**src/rtl/config_cmd_parser.sv**
```systemverilog
// config_cmd_parser
//
// Purpose:
//   Sits between the UART receiver and the 32-entry configuration register
//   map. It frames incoming bytes into command packets and validates them.
//   A write command becomes a single-cycle regmap write. A read command
//   fetches one register and sends a 2-byte reply (address, data) through
//   the UART transmitter. Protocol errors are counted in a saturating
//   8-bit counter that can be read back for debug.
//
// Packet: byte0 header (0xA in [7:4], [3]=1 write / 0 read), byte1 address,
//         byte2 data (sent but ignored for reads), byte3 checksum if enabled.
//
// Build option:
//   CMD_CHECKSUM_EN - when defined, packets carry a fourth byte that must
//                     equal byte0^byte1^byte2. When undefined, packets are
//                     three bytes long.
//
// Ports:
//   clk, reset_n            clock, asynchronous active-low reset
//   rx_data/rx_valid        received byte and its one-cycle strobe
//   rx_frame_err            stop-bit error, qualified by rx_valid
//   cfg_addr/cfg_wdata      regmap address (reads and writes) and write data
//   cfg_we                  one-cycle regmap write strobe
//   cfg_rdata               regmap read data, combinational from cfg_addr
//   tx_data/tx_start        reply byte and one-cycle launch strobe to the TX
//   tx_busy                 TX is shifting; rises the cycle after tx_start
//   err_count               saturating protocol-error count
//   busy                    parser is not idle
//
// state    | meaning
// ---------+-----------------------------------------------------------
// IDLE     | waiting for a header byte
// GET_ADDR | header accepted, waiting for the address byte
// GET_DATA | waiting for the data byte
// GET_CHK  | waiting for the checksum byte (checksum builds only)
// EXEC     | one cycle: issue the write, or capture read data
// TX_ADDR  | sending the address byte of a read reply
// TX_DATA  | sending the data byte of a read reply

module config_cmd_parser #(
  parameter int NUMREGS        = 32,
  parameter int AW             = $clog2(NUMREGS),
  parameter int TIMEOUT_CYCLES = 4096
) (
  input  logic          clk,
  input  logic          reset_n,
  input  logic [7:0]    rx_data,
  input  logic          rx_valid,
  input  logic          rx_frame_err,
  output logic [AW-1:0] cfg_addr,
  output logic [7:0]    cfg_wdata,
  output logic          cfg_we,
  input  logic [7:0]    cfg_rdata,
  output logic [7:0]    tx_data,
  output logic          tx_start,
  input  logic          tx_busy,
  output logic [7:0]    err_count,
  output logic          busy
);

  localparam int            TW        = $clog2(TIMEOUT_CYCLES);
  localparam logic [TW-1:0] TMO_LAST  = TW'(TIMEOUT_CYCLES - 1);
  localparam logic [8:0]    NUMREGS_W = 9'(NUMREGS);

  localparam logic [2:0] IDLE     = 3'd0;
  localparam logic [2:0] GET_ADDR = 3'd1;
  localparam logic [2:0] GET_DATA = 3'd2;
`ifdef CMD_CHECKSUM_EN
  localparam logic [2:0] GET_CHK  = 3'd3;
`endif
  localparam logic [2:0] EXEC     = 3'd4;
  localparam logic [2:0] TX_ADDR  = 3'd5;
  localparam logic [2:0] TX_DATA  = 3'd6;

  // Reply handshake phases inside TX_ADDR / TX_DATA.
  localparam logic [1:0] PH_LAUNCH = 2'd0;  // wait for TX idle, then pulse start
  localparam logic [1:0] PH_RISE   = 2'd1;  // cycle in which tx_busy is rising
  localparam logic [1:0] PH_FALL   = 2'd2;  // wait for tx_busy to drop

  logic [2:0]    state_q, state_d;
  logic          wr_q, wr_d;
  logic [7:0]    addr_q, addr_d;
  logic [7:0]    data_q, data_d;
  logic [7:0]    rsp_q, rsp_d;
  logic [7:0]    tx_data_q, tx_data_d;
  logic [TW-1:0] tmo_q, tmo_d;
  logic [1:0]    ph_q, ph_d;
  logic [7:0]    err_q, err_d;
`ifdef CMD_CHECKSUM_EN
  logic [7:0]    hdr_q, hdr_d;
`endif

  logic err_inc;
  logic tx_start_c;
  logic in_get;
  logic addr_ok;

  assign addr_ok = ({1'b0, addr_q} < NUMREGS_W);

`ifdef CMD_CHECKSUM_EN
  assign in_get = (state_q == GET_ADDR) || (state_q == GET_DATA) || (state_q == GET_CHK);
`else
  assign in_get = (state_q == GET_ADDR) || (state_q == GET_DATA);
`endif

  always_comb begin
    state_d    = state_q;
    wr_d       = wr_q;
    addr_d     = addr_q;
    data_d     = data_q;
    rsp_d      = rsp_q;
    tx_data_d  = tx_data_q;
    tmo_d      = tmo_q;
    ph_d       = ph_q;
    err_inc    = 1'b0;
    tx_start_c = 1'b0;
`ifdef CMD_CHECKSUM_EN
    hdr_d      = hdr_q;
`endif

    if (rx_valid && rx_frame_err) begin
      // A corrupted byte kills whatever was in progress, including a reply.
      err_inc = 1'b1;
      state_d = IDLE;
      tmo_d   = '0;
      ph_d    = PH_LAUNCH;
    end else begin
      case (state_q)
        IDLE: begin
          if (rx_valid) begin
            if (rx_data[7:4] == 4'hA) begin
              wr_d    = rx_data[3];
`ifdef CMD_CHECKSUM_EN
              hdr_d   = rx_data;
`endif
              state_d = GET_ADDR;
            end else begin
              err_inc = 1'b1;
            end
          end
        end

        GET_ADDR: begin
          if (rx_valid) begin
            addr_d  = rx_data;
            state_d = GET_DATA;
          end
        end

        GET_DATA: begin
          if (rx_valid) begin
            data_d  = rx_data;
`ifdef CMD_CHECKSUM_EN
            state_d = GET_CHK;
`else
            state_d = EXEC;
`endif
          end
        end

`ifdef CMD_CHECKSUM_EN
        GET_CHK: begin
          if (rx_valid) begin
            if (rx_data == (hdr_q ^ addr_q ^ data_q)) begin
              state_d = EXEC;
            end else begin
              err_inc = 1'b1;
              state_d = IDLE;
            end
          end
        end
`endif

        EXEC: begin
          if (rx_valid) err_inc = 1'b1;
          state_d = IDLE;
          if (!addr_ok) begin
            err_inc = 1'b1;
          end else if (!wr_q) begin
            rsp_d     = cfg_rdata;
            tx_data_d = addr_q;
            ph_d      = PH_LAUNCH;
            state_d   = TX_ADDR;
          end
        end

        TX_ADDR, TX_DATA: begin
          if (rx_valid) err_inc = 1'b1;
          case (ph_q)
            PH_LAUNCH: begin
              if (!tx_busy) begin
                tx_start_c = 1'b1;
                ph_d       = PH_RISE;
              end
            end
            PH_RISE: ph_d = PH_FALL;
            default: begin
              if (!tx_busy) begin
                ph_d = PH_LAUNCH;
                if (state_q == TX_ADDR) begin
                  tx_data_d = rsp_q;
                  state_d   = TX_DATA;
                end else begin
                  state_d = IDLE;
                end
              end
            end
          endcase
        end

        default: state_d = IDLE;
      endcase

      // Inter-byte timer: an accepted byte restarts it, otherwise it runs
      // while a packet is partially received.
      if (in_get) begin
        if (rx_valid) begin
          tmo_d = '0;
        end else if (tmo_q == TMO_LAST) begin
          err_inc = 1'b1;
          state_d = IDLE;
          tmo_d   = '0;
        end else begin
          tmo_d = tmo_q + 1'b1;
        end
      end
    end

    err_d = err_q;
    if (err_inc && (err_q != 8'hFF)) err_d = err_q + 8'd1;
  end

  always_ff @(posedge clk or negedge reset_n) begin
    if (!reset_n) begin
      state_q   <= IDLE;
      wr_q      <= 1'b0;
      addr_q    <= '0;
      data_q    <= '0;
      rsp_q     <= '0;
      tx_data_q <= '0;
      tmo_q     <= '0;
      ph_q      <= PH_LAUNCH;
      err_q     <= '0;
`ifdef CMD_CHECKSUM_EN
      hdr_q     <= '0;
`endif
    end else begin
      state_q   <= state_d;
      wr_q      <= wr_d;
      addr_q    <= addr_d;
      data_q    <= data_d;
      rsp_q     <= rsp_d;
      tx_data_q <= tx_data_d;
      tmo_q     <= tmo_d;
      ph_q      <= ph_d;
      err_q     <= err_d;
`ifdef CMD_CHECKSUM_EN
      hdr_q     <= hdr_d;
`endif
    end
  end

  assign cfg_addr  = addr_q[AW-1:0];
  assign cfg_wdata = data_q;
  // Out-of-range addresses never reach the regmap as a write.
  assign cfg_we    = (state_q == EXEC) && wr_q && addr_ok;
  // Gated directly by tx_busy so a start can never overlap a busy TX.
  assign tx_start  = tx_start_c;
  assign tx_data   = tx_data_q;
  assign err_count = err_q;
  assign busy      = (state_q != IDLE);

endmodule

```
**config.mk**
```make
export PLATFORM = sky130hd
export DESIGN_NAME = config_cmd_parser
export DESIGN_NICKNAME = d
export VERILOG_FILES = /design/src/rtl/config_cmd_parser.sv
export SDC_FILE = /design/constraint.sdc
export NUM_CORES = 1
export LEC_CHECK = 0
export ABC_AREA = 1
export BUFFER_PORTS_ARGS = -buffer_cell sky130_fd_sc_hd__buf_2
export CAP_MARGIN = 15
export CELL_PAD_IN_SITES_DETAIL_PLACEMENT = 1
export CELL_PAD_IN_SITES_GLOBAL_PLACEMENT = 1
export CORE_UTILIZATION = 32
export CTS_BUF_LIST = sky130_fd_sc_hd__clkbuf_8
export DETAILED_ROUTE_END_ITERATION = 12
export PLACE_DENSITY_LB_ADDON = 0.2
export SYNTH_ARGS = -nofsm -noshare
export SYNTH_HDL_FRONTEND = slang
export SYNTH_SLANG_ARGS = --single-unit
```
**constraint.sdc**
```tcl
create_clock -name clk -period 1.92 [get_ports clk]
set_clock_uncertainty 0.2 [all_clocks]
set_input_delay 0.384 -clock clk [delete_from_list [all_inputs] [get_ports clk]]
set_output_delay 0.384 -clock clk [all_outputs]
set_load 0.05 [all_outputs]
```
==> impl_metrics.yaml <==
sta:
  fin_crit_ns: 2.11
  hold_viol: 0
  fin_ws_ns: -0.187
  drv_slew: 0
  relSlewSlack_pct: 55.7
  fin_crit_sh_pct: 110
  fmax_mhz: 475
  grt_setup_unrepaired: "true"
  hold_ws_ns: 0.0710
  worst_pin_slew_ns: 0.665
  setup_viol: 3
cells_and_area:
  num_antenna_cells: 0
  nFillCells: 1099
  layout.nets: 481
  seq_area_um2: 1460
  syn_to_final_growth_pct: 26.8
  multi_input_area_um2: 1310
  drive_gt1_share_pct: 27.2
  final_core_util_pct: 42.4
  final_area_um2: 3750
power_and_ir_drop:
  p_leak_nw: 2.04
  p_per_area_nw_per_um2: 1150
  ir_drop_mv: 0.554
clock_tree:
  cts_tree: "built"
  clock_latency_ns: 0.34
  htree_levels: 3
  path_clk_slew_ns: 0.07
  cts.sinks: 58
  cts_root_buf: "clkbuf_8"
  ctsLongestPathBuffers: 2
  tritoncts.num_buffers: 9
worst_hold_path:
  hold_class: "in -> reg"
logic_synthesis:
  ys_ff_latch: 58
  yosysSeqAreaShare_pct: 49.1
  ys_warn_count: 0
  ys_top_cells_by_count: "nand2_1, dfrtp_1, nand3_1, inv_1, nor2_1"
  synth_area_leaders: "dfrtp_1, nand2_1, nand3_1"
  synth.most_common_cell: "nand2_1"
  synthesis.nets: 405
  synth_edf_count: 0
  async_flop_share_pct: 100
  synth_mux_area_share_pct: 0
  synthCells: 382
  synth_xor_area_share_pct: 2.07
  syn_area_um2: 2960
  synth_top_area_share_pct: 49.1
  synth_top_family_by_area: "simple AND/OR/NAND/NOR gates"
  synth_top_area_cell: "dfrtp_1"
  yosys.area_share.simple_pct: 31.5
  synth-compound-area-share_pct: 8.59
  yosysUniqueCellTypes: 29
  synthAdderAreaFrac_pct: 0.846
  synthFlopType: "dfrtp_1"
  synth.avg_cell_area_um2: 7.74
place:
  gp_congestion: 0.801
  port_buffers: 52
  postPlaceCellArea_um2: 3430
  dpl.hpwl_um: 5900
run_status:
  violations: "setup timing"
  status: "finished with violations"
setup_path:
  end_kind: "output pin"
  worstPathMaxFanout: 5
  crit_arrival_ns: 1.52
  required_ns: 1.34
  critPathTopFamily: "simple AND/OR/NAND/NOR gates"
  crit_chain: "nand2_2 > nand2_2 > nor2_4 > nand4_1 > nor2_2 > buf_6"
  start_kind: "flop"
  worstSetupPathType: "reg -> out"
  slowest_stage: "dfrtp_1"
  cp_common_cell: "nand2_2"
  cp_num_buf_inv: 1
  cp_slowest_stage_delay_ns: 0.43
detailed_routing:
  vias_per_cell: 4.78
  ant_nets: 0
  drc_errors: 0
  wl_per_cell_um: 13.9
  vias: 2728
  drt-initial-drc-count: 81
  drtPass1Iterations: 6
  routed_wl_um: 7920
global_routing:
  grt_util_all_layers_pct: 18.1
  grt_pass1_vias: 2964
  grt_pass1_wl_um: 13800
  grt_max_degree: 33
  antenna_found_initial: 0
  grt_overflow: 0
floorplanning:
  die-area_um2: 9630
  initial_utilization_pct: 33.4
  die_y_um: 98.1
  die_w_um: 98.1
  row_count: 34
  io-pin-count: 53
  coreArea_um2: 8850
run:
  maxCapViolations: 0
[worst paths after layout]
path / slack (ns) / from / end / depth (start not counted)
worst max-delay path: -0.19 / state_q[1] / tx_start / 6
worst min-delay path: 0.07 / cfg_rdata[4] / rsp_q[4] / 3
worst max register to register: 0.03 / state_q[0] / tmo_q[9] / 9
worst min register to register: 0.27 / rsp_q[2] / rsp_q[2] / 2
max in group asynchronous: 0.64 / reset_n / addr_q[5] / 3
min in group asynchronous: 0.34 / reset_n / tmo_q[11] / 2
[final cells by class]
cell class | count | share of cell area, %
clock buffers | 10 | 3.67
clock inverters | 6 | 2.17
inverters | 39 | 3.90
multi-input cells | 272 | 34.8
flip-flops and latches | 58 | 38.8
well taps | 108 | 3.60
repair buffers | 78 | 13.0
[cells in the final DEF, fill, tap and decap left out, types with 10 or more instances in the layout]
master and count:
nand2_2 10, clkbuf_8 10, nor2_1 25, buf_4 24, nand2_1 122, nand3_1 39, inv_1 36, buf_2 49
dfrtp_1 55, o21ai_0 15
[flip-flops by register name, indices dropped and copies added, names as in the netlist]
name / count
tx_data: 8
rsp_q: 8
cfg_wdata: 8
err_count: 8
tmo_q: 12
state_q: 3
ph_q: 2
addr_q: 8
wr_q: 1
[layer usage]
| layer | vias to the layer above | routed length (um) | global-route usage, % |
|---|---|---|---|
| met5 | - | 0 | 0 |
| met4 | 0 | 175 | 8.38 |
| met3 | 15 | 199 | 3.65 |
| met2 | 39 | 4040 | 31.9 |
| met1 | 1307 | 3510 | 21.0 |
| li1 | 1367 | - | - |
[worst register-to-register path, cell delays in order, from the launching register on]
cell and delay, ns:
dfrtp_2 0.45, buf_4 0.15, nand2_1 0.10, nand2_1 0.06, nand2_1 0.09, nand2_1 0.20, buf_4 0.22, nand3_1 0.11
xor2_1 0.16, nor2_1 0.05
[timing repair]
action,4_1_cts,5_1_grt
endpoints found under the hold margin,15,0
resized for setup,7,11
hold buffers,1,0
buffers inserted,4,2
pin swaps,3,3
endpoints found under the setup margin,4,40
[through the flow]
stage	setup TNS, ns	cells	total power, W	setup WS (ns)
after floorplan	0	382	0.00268	0.00993
after global placement	0	548	0.00301	0.0773
after detailed placement	0	548	0.00305	0.0454
after CTS	-0.452	569	0.00435	-0.214
after global routing	-1.48	571	0.00454	-0.257
final	-0.351	571	0.00430	-0.187
[report_power, final]
| group | internal (W) | switching, W | total [W] |
|---|---|---|---|
| Clock | 0.000757 | 0.000515 | 0.00127 |
| Sequential | 0.00146 | 0.000197 | 0.00166 |
| Combinational | 0.000382 | 0.000991 | 0.00137 |
| Total | 0.00260 | 0.00170 | 0.00430 |
[cell families (layout without fill, tap and decap cells)]
group	count (synthesis)	after routing
adder cells (fa/ha/maj)	2	2
XOR/XNOR	7	7
buffers and inverters	52	133
AND/OR/NAND/NOR	220	220
flip-flops	58	58
AO/OA/AOI/OAI	43	43
(Power assumes the default switching activity.)
